### src/rtl/spi_rx_sync.sv
// SPI peripheral receiver running on the system clock; SCK/SS/MOSI are oversampled through 2-flop synchronizers.
// Define SPI_RX_FRAME_CNT_EN to add the FRAME_CNT completed-frame counter port.
module spi_rx_sync #(
  parameter int WIDTH = 8
) (
  input  logic             CLK,
  input  logic             RESET,
  input  logic             ENB,
  input  logic             CKP,
  input  logic             CPH,
  input  logic             SCK,
  input  logic             SS,
  input  logic             MOSI,
  output logic             MISO,
  input  logic [WIDTH-1:0] TX_DATA,
  output logic [WIDTH-1:0] RX_DATA,
  output logic             RX_VALID,
  output logic             BUSY
`ifdef SPI_RX_FRAME_CNT_EN
  ,
  output logic [7:0]       FRAME_CNT
`endif
);

  localparam logic [1:0] IDLE   = 2'd0;
  localparam logic [1:0] LOAD   = 2'd1;
  localparam logic [1:0] ACTIVE = 2'd2;
  localparam logic [1:0] DONE   = 2'd3;
  localparam int CW = $clog2(WIDTH + 1);

  logic [1:0]       state;
  logic             sck_m, sck_s, sck_d;
  logic             ss_m, ss_s, ss_d;
  logic             mosi_m, mosi_s;
  logic [WIDTH-1:0] tx_sh;
  logic [WIDTH-1:0] rx_sh;
  logic [WIDTH-1:0] rx_next;
  logic [CW-1:0]    bit_cnt;
  logic             first;
  logic             lead_edge, trail_edge, sample_edge, shift_edge, last_sample;

  always_ff @(posedge CLK) begin
    if (RESET) begin
      sck_m  <= 1'b0;
      sck_s  <= 1'b0;
      sck_d  <= 1'b0;
      ss_m   <= 1'b0;
      ss_s   <= 1'b0;
      ss_d   <= 1'b0;
      mosi_m <= 1'b0;
      mosi_s <= 1'b0;
    end else begin
      sck_m  <= SCK;
      sck_s  <= sck_m;
      sck_d  <= sck_s;
      ss_m   <= SS;
      ss_s   <= ss_m;
      ss_d   <= ss_s;
      mosi_m <= MOSI;
      mosi_s <= mosi_m;
    end
  end

  assign lead_edge   = (sck_d == CKP) && (sck_s != CKP);
  assign trail_edge  = (sck_d != CKP) && (sck_s == CKP);
  assign sample_edge = CPH ? trail_edge : lead_edge;
  assign shift_edge  = CPH ? lead_edge : trail_edge;
  assign last_sample = sample_edge && (bit_cnt == CW'(WIDTH - 1));
  assign rx_next     = (rx_sh << 1) | {{(WIDTH-1){1'b0}}, mosi_s};
  assign BUSY        = (state != IDLE);

  always_ff @(posedge CLK) begin
    if (RESET) begin
      state    <= IDLE;
      tx_sh    <= '0;
      rx_sh    <= '0;
      bit_cnt  <= '0;
      first    <= 1'b0;
      MISO     <= 1'b0;
      RX_DATA  <= '0;
      RX_VALID <= 1'b0;
`ifdef SPI_RX_FRAME_CNT_EN
      FRAME_CNT <= 8'd0;
`endif
    end else begin
      RX_VALID <= 1'b0;
      case (state)
        IDLE: begin
          MISO <= 1'b0;
          if (ENB && ss_d && !ss_s) state <= LOAD;
        end
        LOAD: begin
          tx_sh   <= TX_DATA;
          rx_sh   <= '0;
          bit_cnt <= '0;
          first   <= 1'b1;
          if (ss_s) begin
            state <= IDLE;
            MISO  <= 1'b0;
          end else begin
            state <= ACTIVE;
            // A back-to-back CPH=1 frame may see its first shift edge while still loading.
            if (!CPH) begin
              MISO <= TX_DATA[WIDTH-1];
            end else if (shift_edge) begin
              MISO  <= TX_DATA[WIDTH-1];
              first <= 1'b0;
            end
          end
        end
        ACTIVE: begin
          if (last_sample) begin
            rx_sh    <= rx_next;
            RX_DATA  <= rx_next;
            RX_VALID <= 1'b1;
            bit_cnt  <= bit_cnt + CW'(1);
            state    <= DONE;
`ifdef SPI_RX_FRAME_CNT_EN
            FRAME_CNT <= FRAME_CNT + 8'd1;
`endif
          end else if (ss_s) begin
            state <= IDLE;
            MISO  <= 1'b0;
          end else begin
            if (sample_edge) begin
              rx_sh   <= rx_next;
              bit_cnt <= bit_cnt + CW'(1);
            end
            if (shift_edge) begin
              // In CPH=0 a trailing edge before any sample is the tail of the previous frame.
              if (!CPH) begin
                if (bit_cnt != '0) begin
                  tx_sh <= tx_sh << 1;
                  MISO  <= tx_sh[WIDTH-2];
                end
              end else if (first) begin
                MISO  <= tx_sh[WIDTH-1];
                first <= 1'b0;
              end else begin
                tx_sh <= tx_sh << 1;
                MISO  <= tx_sh[WIDTH-2];
              end
            end
          end
        end
        DONE: begin
          if (ss_s) begin
            state <= IDLE;
            MISO  <= 1'b0;
          end else begin
            state <= LOAD;
          end
        end
        default: state <= IDLE;
      endcase
    end
  end

endmodule

### config.mk
export PLATFORM = sky130hd
export DESIGN_NAME = spi_rx_sync
export DESIGN_NICKNAME = d
export VERILOG_FILES = /design/src/rtl/spi_rx_sync.sv
export SDC_FILE = /design/constraint.sdc
export NUM_CORES = 1
export LEC_CHECK = 0
export CORE_MARGIN = 2
export CORE_UTILIZATION = 53
export CTS_CLUSTER_DIAMETER = 80
export DETAILED_ROUTE_END_ITERATION = 8
export GPL_TIMING_DRIVEN = 0
export PLACE_DENSITY = 0.88
export SYNTH_ARGS = -nofsm -noshare
export SYNTH_HDL_FRONTEND = slang
export SYNTH_SLANG_ARGS = --single-unit
### constraint.sdc
create_clock -name CLK -period 2.3 [get_ports CLK]
set_input_delay 0.46 -clock CLK [delete_from_list [all_inputs] [get_ports CLK]]
set_output_delay 0.46 -clock CLK [all_outputs]
set_load 0.01 [all_outputs]
==> results_dict.tcl, run 1 <==
set metrics [dict create \
    vdd_drop_max_v 0.000366 \
    grt_usage_pct 21.2 \
    antenna_cells 0 \
    hpwl_um 2600 \
    tightest_slew_ps 512 \
    wl_met2_um 1590 \
    synth_area_um2 1770 \
    final.min_clock_period_ps 2180 \
    wl_per_cell_um 13.5 \
    synthCells 186 \
    p_per_area_nw_per_um2 606 \
    synth_seq_cells 40 \
    r2r_start "state[0]" \
    grt_pass1_vias 1314 \
    critPathArrivalTime_ps 2450 \
    fin_setup_tns_ps 0 \
    drt.antenna.violating_nets 0 \
    drc 0 \
    fp.dieW_um 61.8 \
    endpoint_kind "flip-flop" \
    syn-num-nets 209 \
    ff_latch_area_um2 801 \
    gr-total-overflow 0 \
    placed_cell_area_um2 2080 \
    cts_inserted_buffers 5 \
    yosysSeqAreaShare_pct 45.3 \
    critPathKind "input pin to flip-flop" \
    syn_to_final_growth_pct 21.6 \
    yosysUniqueCellTypes 42 \
    via_per_inst 5.48 \
    nets 242 \
    first_pass_iters 4 \
    hold_class "flip-flop to flip-flop" \
    worst-path-max-fanout 5 \
    start_kind "input pin" \
    synth_edf_count 0 \
    cts_tree "yes" \
    synth.avg_cell_area_um2 9.51 \
    worstHoldStart "sck_m" \
    globalplace.congestion 0.840 \
    initial_core_util_pct 57.0 \
    hold_viol 0 \
    drive_gt1_share_pct 9.09 \
    rsz0062_at_grt "false" \
    final_max_slew_viol_count 0 \
    crit_path_start "CPH" \
    fp.dieH_um 61.8 \
    placementRows 20 \
    fin_worst_skew_ps 6.62 \
    core_um2 3100 \
    setup_ws_ps 119 \
    status "finished, final reports clean" \
    drtIter0Drc 47 \
    relSlewSlack_pct 65.4 \
    highest_layer "met4" \
    fmax_ghz 0.459 \
    async_flop_share_pct 0 \
    wl_met3_um 215 \
    cts_sinks 40 \
    drt-met1-wl_um 1670 \
    io_buffers 26 \
    final_cells 264 \
    root_buffer "clkbuf_4" \
    p_leak_nw 0.797 \
    required_ps 2570 \
    finalSetupViolCount 0 \
    antenna_found_initial 0 \
    grt_max_degree 13 \
    boundaryPins 27 \
    finalCritPeriodShare_pct 94.8 \
    htreeDepth 2 \
    via_count 1448 \
    place_ws_ps -288 \
    grt_pass1_wl_um 5800 \
    fillers 262 \
    clock_latency_ps 360 \
    die-area_um2 3820 \
    synth_flop_cell "dfxtp_1" \
    maxCapViolCount 0 \
    final_area_um2 2150 \
    synth_warnings 0 \
    multi_input_area_um2 902 \
    ctsLongestPathBuffers 2 \
    clk_pin_slew_ps 110 \
    routed_wl_um 3570 \
    hold_buffers 0 \
    dp.cells 256 \
]
layout by cell type (no fill, tap or decap), types with 2 or more instances in the layout:
cell type / count
clkbuf_1: 3
clkbuf_4: 5
nand3_1: 3
clkinv_2: 2
inv_1: 9
dfxtp_1: 40
ha_1: 7
o211ai_1: 2
mux2i_1: 12
o21ai_1: 2
nand4_1: 2
nand2b_1: 2
mux2_2: 2
nand2_1: 22
nand3b_1: 2
o21a_1: 2
clkdlybuf4s50_1: 26
nor2_1: 10
a21oi_1: 11
nor3_4: 2
a211oi_1: 8
a22o_1: 9
and3_1: 3
nor3_1: 3
nor2b_1: 11
layout make-up:
class,count,area share (%)
Tap cell,44,2.56
Buffer,6,1.63
Timing Repair Buffer,26,12.1
Multi-Input combinational cell,130,41.9
Clock inverter,2,0.465
Sequential cell,40,37.2
Inverter,10,1.74
Clock buffer,6,2.38
report_power, final:
group / internal, mW / leakage, nW / switching [mW]
Sequential: 0.724 / 0.325 / 0.0188
Combinational: 0.0883 / 0.435 / 0.100
Clock: 0.145 / 0.0380 / 0.228
cell usage after synthesis (all sizes together) (2+ instances only):
master,instances,area share [%]
mux2,2,1.3
a22o,9,4.5
dfxtp,40,45
nor2,10,2.1
a21oi,12,3.6
nand3b,2,0.85
nor3,5,2.3
o21a,2,0.85
ha,7,5.0
nand4,2,0.71
nand3,3,0.85
nand2,22,4.7
buf,3,1.3
o21ai,4,1.3
nand2b,2,0.71
and3,3,1.1
nor2b,11,3.9
a211oi,8,3.4
clkbuf,3,0.64
inv,10,2.1
mux2i,12,6.8
o211ai,2,0.85
final timing paths:
kind / cells past startpoint / slack (ps) / endpoint
max: 6 / 120 / state[0]
min: 1 / 450 / sck_s
max reg2reg: 8 / 310 / MISO
min reg2reg: 1 / 450 / sck_s
metal layers:
| metal | track usage (%) | vias up |
|---|---|---|
| met5 | 0 | - |
| met3 | 8.70 | 9 |
| li1 | - | 726 |
| met1 | 27.0 | 676 |
| met2 | 31.7 | 37 |
| met4 | 9.12 | 0 |
cells by family (layout without fill, tap and decap cells):
kind of cell               after synthesis  count (layout)  share of synthesized area (%)
AOI/OAI and AO/OA                       42              42                           16.7
xor gates and xnor gates                 1               1                          0.920
muxes                                   14              14                           8.06
DFF                                     40              40                           45.3
and+or+nand+nor                         66              66                           20.0
buffers and inverters                   16              50                           4.10
adders and majority gates                7               7                           4.95
worst max-delay path, cell delays in order:
cell and delay [ps]:
clkdlybuf4s50_1 630, xor2_2 270, mux2i_1 440, o21ai_1 230, and2_1 200, a211oi_1 210
flip-flops by register name (all words and copies together) (netlist names), 2 cells and up:
signal / flops
bit_cnt: 4
RX_DATA: 8
tx_sh: 8
state: 2
rx_sh: 7
stage by stage:
stage / hold slack, ps / power, mW / util [%]
detailed placement: 420 / 0.946 / 67.2
global placement: 418 / 0.937 / 67.2
CTS: 449 / 1.31 / 69.2
finish: 447 / 1.31 / 69.4
global route: 465 / 1.37 / 69.4
floorplan: 414 / 0.878 / -
timing repair:
item / CTS / global route
setup buffers: 0 / 0
setup endpoints to repair: 0 / 9
gates resized for setup: 0 / 1
Note: power is estimated with default switching activity, not from simulation.
==> run 2, diff against run 1 <==
--- a/config.mk
+++ b/config.mk
@@ -10,6 +10,7 @@
 export CTS_CLUSTER_DIAMETER = 80
 export DETAILED_ROUTE_END_ITERATION = 8
 export GPL_TIMING_DRIVEN = 0
+export HOLD_SLACK_MARGIN = 0.12
 export PLACE_DENSITY = 0.88
 export SYNTH_ARGS = -nofsm -noshare
 export SYNTH_HDL_FRONTEND = slang
==> results of run 2 <==
Final layout, timing and power as in run 1 (identical DEF).
==> run 3, diff against run 2 <==
--- a/config.mk
+++ b/config.mk
@@ -15,3 +15,4 @@
 export SYNTH_ARGS = -nofsm -noshare
 export SYNTH_HDL_FRONTEND = slang
 export SYNTH_SLANG_ARGS = --single-unit
+export TNS_END_PERCENT = 5
==> results of run 3 <==
Final layout, timing and power as in run 1 (identical DEF).
